<file path="src/rtl/gvt_reducer_if.sv">
// Tile-to-reducer bundle: per-tile LVT offers with ready, host enable, and the GVT broadcast.
// master = tiles/host side, slave = the reducer.
interface gvt_reducer_if #(
    parameter int unsigned N_TILES = 1,
    parameter int unsigned VT_W    = 64
);
    logic                    gvt_en;
    logic [N_TILES-1:0]      lvt_valid;
    logic [N_TILES-1:0]      lvt_ready;
    logic [N_TILES*VT_W-1:0] lvt;
    logic [VT_W-1:0]         gvt;
    logic                    gvt_valid;
    logic                    gvt_regress;
    logic [15:0]             round_count;

    modport master (
        output gvt_en, lvt_valid, lvt,
        input  lvt_ready, gvt, gvt_valid, gvt_regress, round_count
    );

    modport slave (
        input  gvt_en, lvt_valid, lvt,
        output lvt_ready, gvt, gvt_valid, gvt_regress, round_count
    );
endinterface

</file>
<file path="src/rtl/gvt_reducer.sv">
// Periodic GVT reduction: collect one LVT per tile, fold them to a minimum one tile per cycle,
// then publish a monotonic GVT and flag any round whose minimum falls below it.
module gvt_reducer #(
    parameter int unsigned N_TILES        = 1,
    parameter int unsigned TS_WIDTH       = 32,
    parameter int unsigned TB_WIDTH       = 32,
    parameter int unsigned LOG_GVT_PERIOD = 5,
    parameter int unsigned VT_W           = TS_WIDTH + TB_WIDTH
) (
    input logic          clk,
    input logic          rstn,
    gvt_reducer_if.slave gvt_if
);
    localparam int unsigned RW = (N_TILES > 1) ? $clog2(N_TILES) : 1;
    localparam logic [LOG_GVT_PERIOD-1:0] PcntLast = '1;
    localparam logic [RW-1:0] RLast = RW'(N_TILES - 1);

    typedef enum logic [1:0] {StIdle, StCollect, StReduce, StPublish} state_e;

    state_e                    state_q, state_d;
    logic [LOG_GVT_PERIOD-1:0] pcnt_q, pcnt_d;
    logic [N_TILES-1:0]        got_q, got_d;
    logic [RW-1:0]             r_q, r_d;
    logic [VT_W-1:0]           snap_q [N_TILES];
    logic [VT_W-1:0]           snap_d [N_TILES];
    logic [VT_W-1:0]           acc_q, acc_d;
    logic [VT_W-1:0]           gvt_q, gvt_d;
    logic                      gvt_valid_q, gvt_valid_d;
    logic                      regress_q, regress_d;
    logic [15:0]               round_count_q, round_count_d;
    logic [N_TILES-1:0]        lvt_ready;
    logic [N_TILES-1:0]        accept;

    always_comb begin
        lvt_ready = '0;
        if (state_q == StCollect) begin
            lvt_ready = ~got_q;
        end
    end

    assign accept = gvt_if.lvt_valid & lvt_ready;

    always_comb begin
        state_d       = state_q;
        pcnt_d        = pcnt_q;
        got_d         = got_q;
        r_d           = r_q;
        snap_d        = snap_q;
        acc_d         = acc_q;
        gvt_d         = gvt_q;
        gvt_valid_d   = 1'b0;
        regress_d     = regress_q;
        round_count_d = round_count_q;

        unique case (state_q)
            StIdle: begin
                // Counter wraps naturally at terminal count whether or not a round starts.
                pcnt_d = pcnt_q + 1'b1;
                if (pcnt_q == PcntLast && gvt_if.gvt_en) begin
                    state_d = StCollect;
                    got_d   = '0;
                end
            end
            StCollect: begin
                for (int i = 0; i < N_TILES; i++) begin
                    if (accept[i]) begin
                        snap_d[i] = gvt_if.lvt[i*VT_W +: VT_W];
                    end
                end
                got_d = got_q | accept;
                if (&got_d) begin
                    state_d = StReduce;
                    r_d     = '0;
                end
            end
            StReduce: begin
                if (r_q == '0) begin
                    acc_d = snap_q[0];
                end else if (snap_q[r_q] < acc_q) begin
                    acc_d = snap_q[r_q];
                end
                if (r_q == RLast) begin
                    state_d = StPublish;
                end else begin
                    r_d = r_q + 1'b1;
                end
            end
            StPublish: begin
                if (acc_q >= gvt_q) begin
                    gvt_d = acc_q;
                end else begin
                    regress_d = 1'b1;
                end
                gvt_valid_d   = 1'b1;
                round_count_d = round_count_q + 16'd1;
                state_d       = StIdle;
                pcnt_d        = '0;
                got_d         = '0;
            end
        endcase
    end

    always_ff @(posedge clk or negedge rstn) begin
        if (!rstn) begin
            state_q       <= StIdle;
            pcnt_q        <= '0;
            got_q         <= '0;
            r_q           <= '0;
            for (int i = 0; i < N_TILES; i++) begin
                snap_q[i] <= '0;
            end
            acc_q         <= '0;
            gvt_q         <= '0;
            gvt_valid_q   <= 1'b0;
            regress_q     <= 1'b0;
            round_count_q <= '0;
        end else begin
            state_q       <= state_d;
            pcnt_q        <= pcnt_d;
            got_q         <= got_d;
            r_q           <= r_d;
            snap_q        <= snap_d;
            acc_q         <= acc_d;
            gvt_q         <= gvt_d;
            gvt_valid_q   <= gvt_valid_d;
            regress_q     <= regress_d;
            round_count_q <= round_count_d;
        end
    end

    assign gvt_if.lvt_ready   = lvt_ready;
    assign gvt_if.gvt         = gvt_q;
    assign gvt_if.gvt_valid   = gvt_valid_q;
    assign gvt_if.gvt_regress = regress_q;
    assign gvt_if.round_count = round_count_q;
endmodule

</file>
<file path="src/flat_wrapper.sv">
// flat-port wrapper written by rule: the top's interface ports become plain ports
module gvt_reducer_flat 
#(
    parameter int unsigned N_TILES        = 1,
    parameter int unsigned TS_WIDTH       = 32,
    parameter int unsigned TB_WIDTH       = 32,
    parameter int unsigned LOG_GVT_PERIOD = 5,
    parameter int unsigned VT_W           = TS_WIDTH + TB_WIDTH
)
  (clk, rstn, gvt_if_gvt_en, gvt_if_lvt_valid, gvt_if_lvt, gvt_if_lvt_ready, gvt_if_gvt, gvt_if_gvt_valid, gvt_if_gvt_regress, gvt_if_round_count);
  gvt_reducer_if #(.N_TILES(N_TILES), .VT_W(VT_W)) gvt_if_i ();
  input logic clk;
  input logic rstn;
  input wire logic [$bits(gvt_if_i.gvt_en)-1:0] gvt_if_gvt_en;
  input wire logic [$bits(gvt_if_i.lvt_valid)-1:0] gvt_if_lvt_valid;
  input wire logic [$bits(gvt_if_i.lvt)-1:0] gvt_if_lvt;
  output wire logic [$bits(gvt_if_i.lvt_ready)-1:0] gvt_if_lvt_ready;
  output wire logic [$bits(gvt_if_i.gvt)-1:0] gvt_if_gvt;
  output wire logic [$bits(gvt_if_i.gvt_valid)-1:0] gvt_if_gvt_valid;
  output wire logic [$bits(gvt_if_i.gvt_regress)-1:0] gvt_if_gvt_regress;
  output wire logic [$bits(gvt_if_i.round_count)-1:0] gvt_if_round_count;
  assign gvt_if_i.gvt_en = gvt_if_gvt_en;
  assign gvt_if_i.lvt_valid = gvt_if_lvt_valid;
  assign gvt_if_i.lvt = gvt_if_lvt;
  assign gvt_if_lvt_ready = gvt_if_i.lvt_ready;
  assign gvt_if_gvt = gvt_if_i.gvt;
  assign gvt_if_gvt_valid = gvt_if_i.gvt_valid;
  assign gvt_if_gvt_regress = gvt_if_i.gvt_regress;
  assign gvt_if_round_count = gvt_if_i.round_count;
  gvt_reducer #(.N_TILES(N_TILES), .TS_WIDTH(TS_WIDTH), .TB_WIDTH(TB_WIDTH), .LOG_GVT_PERIOD(LOG_GVT_PERIOD), .VT_W(VT_W)) u_core (.clk(clk), .rstn(rstn), .gvt_if(gvt_if_i));
endmodule
</file>
<file path="config.mk">
export PLATFORM = sky130hd
export DESIGN_NAME = gvt_reducer_flat
export DESIGN_NICKNAME = d
export VERILOG_FILES = /design/src/rtl/gvt_reducer_if.sv /design/src/rtl/gvt_reducer.sv /design/src/flat_wrapper.sv
export SDC_FILE = /design/constraint.sdc
export NUM_CORES = 1
export LEC_CHECK = 0
export CAP_MARGIN = 0
export CORE_MARGIN = 2
export CORE_UTILIZATION = 40
export CTS_CLUSTER_SIZE = 10
export DETAILED_ROUTE_END_ITERATION = 10
export DONT_BUFFER_PORTS = 1
export GPL_TIMING_DRIVEN = 0
export HOLD_SLACK_MARGIN = 0.06
export PLACE_DENSITY_LB_ADDON = 0.15
export SKIP_LAST_GASP = 1
export SLEW_MARGIN = 20
export SYNTH_ARGS = -nofsm -noshare
export SYNTH_HDL_FRONTEND = slang
export SYNTH_SLANG_ARGS = --single-unit
export TNS_END_PERCENT = 1
</file>
<file path="constraint.sdc">
create_clock -name clk -period 3.2 [get_ports clk]
set_clock_uncertainty 0.15 [all_clocks]
set_input_delay 0.64 -clock clk [delete_from_list [all_inputs] [get_ports clk]]
set_output_delay 0.64 -clock clk [all_outputs]
set_load 0.01 [all_outputs]
</file>
# Word-level counts from Yosys, hierarchy flattened
# Index checks and enable logic that the tools add are counted.
word_totals:
  ff_bits: 219
  inputBits: 68
  output_inout_bits: 83
  elab_cells: 55
classes:
  n_addsub: 3
  magnitude_cmp: 3
  eq_ne: 8
  muxes: 15
  n_bitwise: 4
  n_reduce_logical: 12
op_table:
  columns: ["op", "n"]
  rows:
  - ["$mux W64", 3]
  - ["$ge A64 B64 Y1", 1]
  - ["$lt A64 B64 Y1", 1]
  - ["$add A16 B1 Y16 const B", 1]
  - ["$reduce_and A2 Y1", 6]
  - ["$pmux W5 S2", 1]
  - ["$pmux W2 S4", 1]
  - ["$mux W2", 3]
  - ["$ne A2 B2 Y1 const B", 3]
  - ["$add A5 B1 Y5 const B", 1]
  - ["$eq A5 B5 Y1 const B", 1]
  - ["$mux W1", 5]
  - ["$eq A2 B2 Y1 const B", 2]
  - ["$reduce_bool A2 Y1", 2]
  - ["$pmux W1 S3", 1]
  - ["$reduce_and A3 Y1", 1]
  - ["$reduce_bool A3 Y1", 1]
  - ["$eq A2 B1 Y1 const B", 1]
  - ["$logic_not A2 Y1", 1]
  - ["$ne A2 B1 Y1 const B", 1]
  - ["$not A1 Y1", 2]
  - ["$pmux W1 S2", 1]
  - ["$add A1 B1 Y1 const B", 1]
  - ["$and A1 B1 Y1", 1]
  - ["3 further kinds", 3]

# Depth between registers and ports, before layout
# Gate-level depths: netlist of run 1.
depth:
  ltp_word: 6
  mapped_depth: 10
  depth_no_buf: 8

# Least setup slack after synthesis of run 1
# No wires, ideal clock.
synth_path:
  kind: "flip-flop to flip-flop"
  startpoint: "register u_core.gvt_q[23] (netlist: u_core.gvt_if.gvt[23])"
  endpoint: "register u_core.gvt_q[10] (netlist: u_core.gvt_if.gvt[10])"
  setup_time_ns: 0.133
  arrival_time_ns: 2.153
  required_time_ns: 2.917
  path_slack_ns: 0.765
  path_stages_with_launch: 11
  n_path_buf: 2
  cell_sequence: "dfrtp_1 inv_1 ha_1 nand4_1 nor4_2 nand2_1 o2111a_1 buf_2 buf_2 o2111ai_1 o211ai_2"
synth_via:
  elab_chain_len: 2
synth_rtl:
  columns: ["element", "line_no", "source"]
  rows:
  - ["start, declared", "gvt_reducer.sv:27", "logic [VT_W-1:0] gvt_q, gvt_d;"]
  - ["start signal, assigned", "gvt_reducer.sv:124", "gvt_q <= gvt_d;"]
  - ["$ge A64 B64 Y1", "gvt_reducer.sv:89", "if (acc_q >= gvt_q) begin"]
  - ["$reduce_and A2 Y1 (no line)", null, null]
# Every way passes these cells.
# A chain may end at the register's enable or synchronous reset.

# Worst setup path after layout of run 1
layout_path:
  startpoint: "register u_core.state_q[0]"
  endpoint: "register u_core.acc_q[52]"
layout_via:
  elab_chain_len: 2
layout_rtl:
  columns: ["element", "line_no", "source"]
  rows:
  - ["start, declared", "gvt_reducer.sv:20", "state_e state_q, state_d;"]
  - ["start signal, assigned", "gvt_reducer.sv:105", "state_q <= StIdle;"]
  - ["start signal, assigned", "gvt_reducer.sv:118", "state_q <= state_d;"]
  - ["$eq A2 B2 Y1", "gvt_reducer.sv:55", "unique case (state_q)"]
  - ["$reduce_and A2 Y1 (no line)", null, null]
  - ["end signal, assigned", "gvt_reducer.sv:112", "acc_q <= '0;"]
  - ["end signal, assigned", "gvt_reducer.sv:123", "acc_q <= acc_d;"]
  - ["end, declared", "gvt_reducer.sv:26", "logic [VT_W-1:0] acc_q, acc_d;"]
# Every way passes these cells.

==> flow_metrics.env, run 1 <==
export IMPL_status="finished, violations left"
export IMPL_failed_checks="negative hold slack"
export IMPL_synthCells=980
export IMPL_p_switching_w=0.00543
export IMPL_clock_fmax_mhz=336
export IMPL_total_power_w=0.0137
export IMPL_max_cap_violations=0
export IMPL_syn2layout_area_growth_pct=11.6
export IMPL_finalSetupViolCount=0
export IMPL_r2r_end="u_core.acc_q[52]$_DFFE_PN0P_"
export IMPL_cts_tree="built"
export IMPL_hold_worst_slack_ps=-334
export IMPL_finalCriticalPeriod_ps=2980
export IMPL_synth_seq_cells=218
export IMPL_seqPwrFrac=0.397
export IMPL_cts_root_buf="clkbuf_16"
export IMPL_vdd_drop_max_mv=0.444
export IMPL_crit_fanout=10
export IMPL_crit_chain="inv_1 > ha_1 > clkbuf_1 > clkbuf_1 > buf_1 > mux2_2"
export IMPL_critPathRequiredTime_ps=3460
export IMPL_grt_start_max_net_pins=219
export IMPL_cpMostUsedCell="clkbuf_1"
export IMPL_drc=0
export IMPL_combPwrFrac=0.398
export IMPL_gp_congestion=0.783
export IMPL_synth_seq_area_share=0.483
export IMPL_placed_cells=1358
export IMPL_worstMarginPinSlew_ps=762
export IMPL_grt_pass1_wl_mm=42.2
export IMPL_critical_path_slowest_cell="buf_1"
export IMPL_total_leakage_power_nw=6.07
export IMPL_layout_cells_most_common_list="dfrtp_1 (217), mux2_2 (128), nand2_1 (99)"
export IMPL_overflow=0
export IMPL_cpPeakStageDelay_ps=600
export IMPL_antenna_found_initial=6
export IMPL_hold_viol_final=218
export IMPL_p_int_w=0.00830
export IMPL_worst_path_buf_inv=4
export IMPL_synthesis_area_mm2=0.0113
export IMPL_die_height_um=172
export IMPL_layout_commonest_cell="dfrtp_1"
export IMPL_critPathKind="flop to flop"
export IMPL_cts_buffers=27
export IMPL_synthDistinctLibCells=39
export IMPL_drt_iter0_markers=282
export IMPL_r2r_start="u_core.state_q[0]$_DFFE_PN0P_"
export IMPL_synth_area_per_cell_um2=11.5
export IMPL_crit_arrival_ps=3230
export IMPL_hpwl_mm=18.2
export IMPL_die_w_um=172
export IMPL_drtPass1Iterations=4
export IMPL_syn_nets=1120
export IMPL_slew_headroom=0.492
export IMPL_cts_buffer_depth=3
export IMPL_clk_pin_slew_ps=50
export IMPL_maxSlewViolCount=0
export IMPL_track_usage=0.183
export IMPL_first_global_vias=7425
export IMPL_synth_warnings=0
export IMPL_sw_frac_of_total=0.396
export IMPL_via_per_inst=5.33
export IMPL_cpLargestDelayFamily="buffers and inverters"
export IMPL_core_area_mm2=0.0278
export IMPL_clkSinkCount=218
export IMPL_clock_power_share=0.205
export IMPL_portBuffers=0
export IMPL_power_density_mw_per_mm2=1090
export IMPL_boundaryPins=151
export IMPL_vias=7464
export IMPL_row_count=61
export IMPL_htree_levels=1
export IMPL_fin_crit_sh=0.930
export IMPL_wl_per_cell_um=19.2
export IMPL_r2r_slack_ps=220
export IMPL_finish_utilization=0.454
export IMPL_ant_nets=0
export IMPL_fillers=2668
export IMPL_drt_wl_total_mm=26.9
export IMPL_min_path_type="input pin to asynchronous set/reset pin"
export IMPL_critPathLaunchType="flop"
export IMPL_drive_gt1_frac=0.248
export IMPL_ff2ff_path_depth=6
export IMPL_rsz0062_at_grt="false"
export IMPL_end_kind="flop"
export IMPL_die_area_mm2=0.0296
export IMPL_instances_no_fill=1401
export IMPL_clock_latency_ps=530
export IMPL_final_nets=1150
export IMPL_initial_utilization=0.406
[timing repair]
action	in CTS	in global routing
buffers inserted	0	1
resized for setup	4	15
hold endpoints to repair	218	218
endpoints found under the setup margin	60	60
pin swaps	0	1
[registers in the layout, indices dropped and copies added (netlist names), 2 cells and up]
name and flops:
u_core.acc_q 64, u_core.gvt_if.gvt 64, u_core.snap_q 64, u_core.gvt_if.round_count 16
u_core.pcnt_q 5, u_core.state_q 2
[power by group through the flow]
stage               sequential (W)  clock (W)  combinational, W
floorplan                  0.00502          0           0.00445
global placement           0.00551          0           0.00539
detailed placement         0.00551          0           0.00550
CTS                        0.00548    0.00290           0.00555
global route               0.00566    0.00301           0.00623
finish                     0.00546    0.00281           0.00547
[cell families after synthesis]
group           synth area share
mux                        0.128
buf+inv                   0.0523
simple gates              0.0958
flops                      0.483
xor+xnor                  0.0116
compound gates             0.150
fa+ha+maj                 0.0798
[worst max-delay path by stage]
stage                                                  from                                end  slack [ps]  depth (start not counted)
after floorplan           u_core.gvt_if.gvt[23]$_DFFE_PN0P_  u_core.gvt_if.gvt[10]$_DFFE_PN0P_         760                         10
after global placement    u_core.gvt_if.gvt[63]$_DFFE_PN0P_  u_core.gvt_if.gvt[53]$_DFFE_PN0P_         -70                         10
after CTS                 u_core.gvt_if.gvt[33]$_DFFE_PN0P_  u_core.gvt_if.gvt[52]$_DFFE_PN0P_          10                         10
final                         u_core.state_q[0]$_DFFE_PN0P_       u_core.acc_q[52]$_DFFE_PN0P_         220                          6
after detailed placement  u_core.gvt_if.gvt[61]$_DFFE_PN0P_  u_core.gvt_if.gvt[49]$_DFFE_PN0P_        -110                         10
after global routing      u_core.gvt_if.gvt[33]$_DFFE_PN0P_  u_core.gvt_if.gvt[17]$_DFFE_PN0P_          10                         10
[through the flow]
step	cell area, µm²	worst slack, ps	setup TNS [ps]	hold WS (ps)
finish	12600	223	0	-334
global placement	11800	-66.9	-1970	204
detailed placement	11800	-106	-4030	204
floorplan	11300	765	0	194
global route	12600	9.52	0	-366
CTS	12600	11.9	0	-366
[cell usage after synthesis]
library cell / instances / area share
dfrtp_1: 218 / 0.48
mux2_2: 128 / 0.13
nand2_1: 99 / 0.033
ha_1: 72 / 0.080
inv_1: 72 / 0.024
nand2b_1: 66 / 0.037
o2111ai_1: 64 / 0.050
o211ai_2: 50 / 0.055
clkbuf_1: 34 / 0.011
a21oi_1: 31 / 0.014
buf_2: 22 / 0.0098
o21ai_0: 18 / 0.0080
o211ai_1: 14 / 0.0093
xnor2_1: 11 / 0.0085
nand4_1: 10 / 0.0055
nand3_1: 9 / 0.0040
nor2_1: 8 / 0.0027
nor3_1: 7 / 0.0031
buf_6: 6 / 0.0060
a21o_1: 5 / 0.0033
and3_1: 5 / 0.0028
and4_1: 4 / 0.0031
buf_1: 4 / 0.0013
xor2_1: 4 / 0.0031
a211oi_1: 2 / 0.0013
a221oi_1: 2 / 0.0016
nor2b_1: 2 / 0.0011
nor4_2: 2 / 0.0022
a21boi_0: 1 / 0.00067
a221o_1: 1 / 0.00089
a22oi_1: 1 / 0.00067
a2bb2oi_1: 1 / 0.00078
nand4_2: 1 / 0.0011
o2111a_1: 1 / 0.0010
o211a_1: 1 / 0.00089
o21a_1: 1 / 0.00067
o221ai_1: 1 / 0.00078
o32a_1: 1 / 0.00089
or4_1: 1 / 0.00067
[metal layers]
| metal | vias up | global-route usage | wire length, µm |
|---|---|---|---|
| met2 | 136 | 0.287 | 12100 |
| met5 | - | 0 | 41 |
| met1 | 3684 | 0.247 | 12300 |
| li1 | 3598 | - | - |
| met4 | 6 | 0.0395 | 546 |
| met3 | 40 | 0.0604 | 1920 |
[layout make-up]
cell class | count | area (µm²) | share of cell area
Sequential cell | 218 | 5460 | 0.433
Multi-Input combinational cell | 624 | 5260 | 0.418
Clock buffer | 38 | 757 | 0.0601
Tap cell | 378 | 473 | 0.0375
Buffer | 66 | 337 | 0.0267
Inverter | 72 | 270 | 0.0214
Clock inverter | 2 | 35.0 | 0.00278
Timing Repair Buffer | 1 | 7.51 | 0.000596
Antenna cell | 2 | 5.00 | 0.000397
[worst register-to-register path, stage by stage (launching register included)]
cell and delay [ps]:
dfrtp_1 410, inv_1 130, ha_1 160, clkbuf_1 400, clkbuf_1 590, buf_1 600, mux2_2 420
No activity file was read; power rests on OpenSTA's default activity.
==> inputs of run 2 (changes only) <==
--- a/config.mk
+++ b/config.mk
@@ -14,7 +14,6 @@
 export GPL_TIMING_DRIVEN = 0
 export HOLD_SLACK_MARGIN = 0.06
 export PLACE_DENSITY_LB_ADDON = 0.15
-export SKIP_LAST_GASP = 1
 export SLEW_MARGIN = 20
 export SYNTH_ARGS = -nofsm -noshare
 export SYNTH_HDL_FRONTEND = slang
==> results of run 2 <==
Final layout, timing and power as in run 1 (identical DEF).
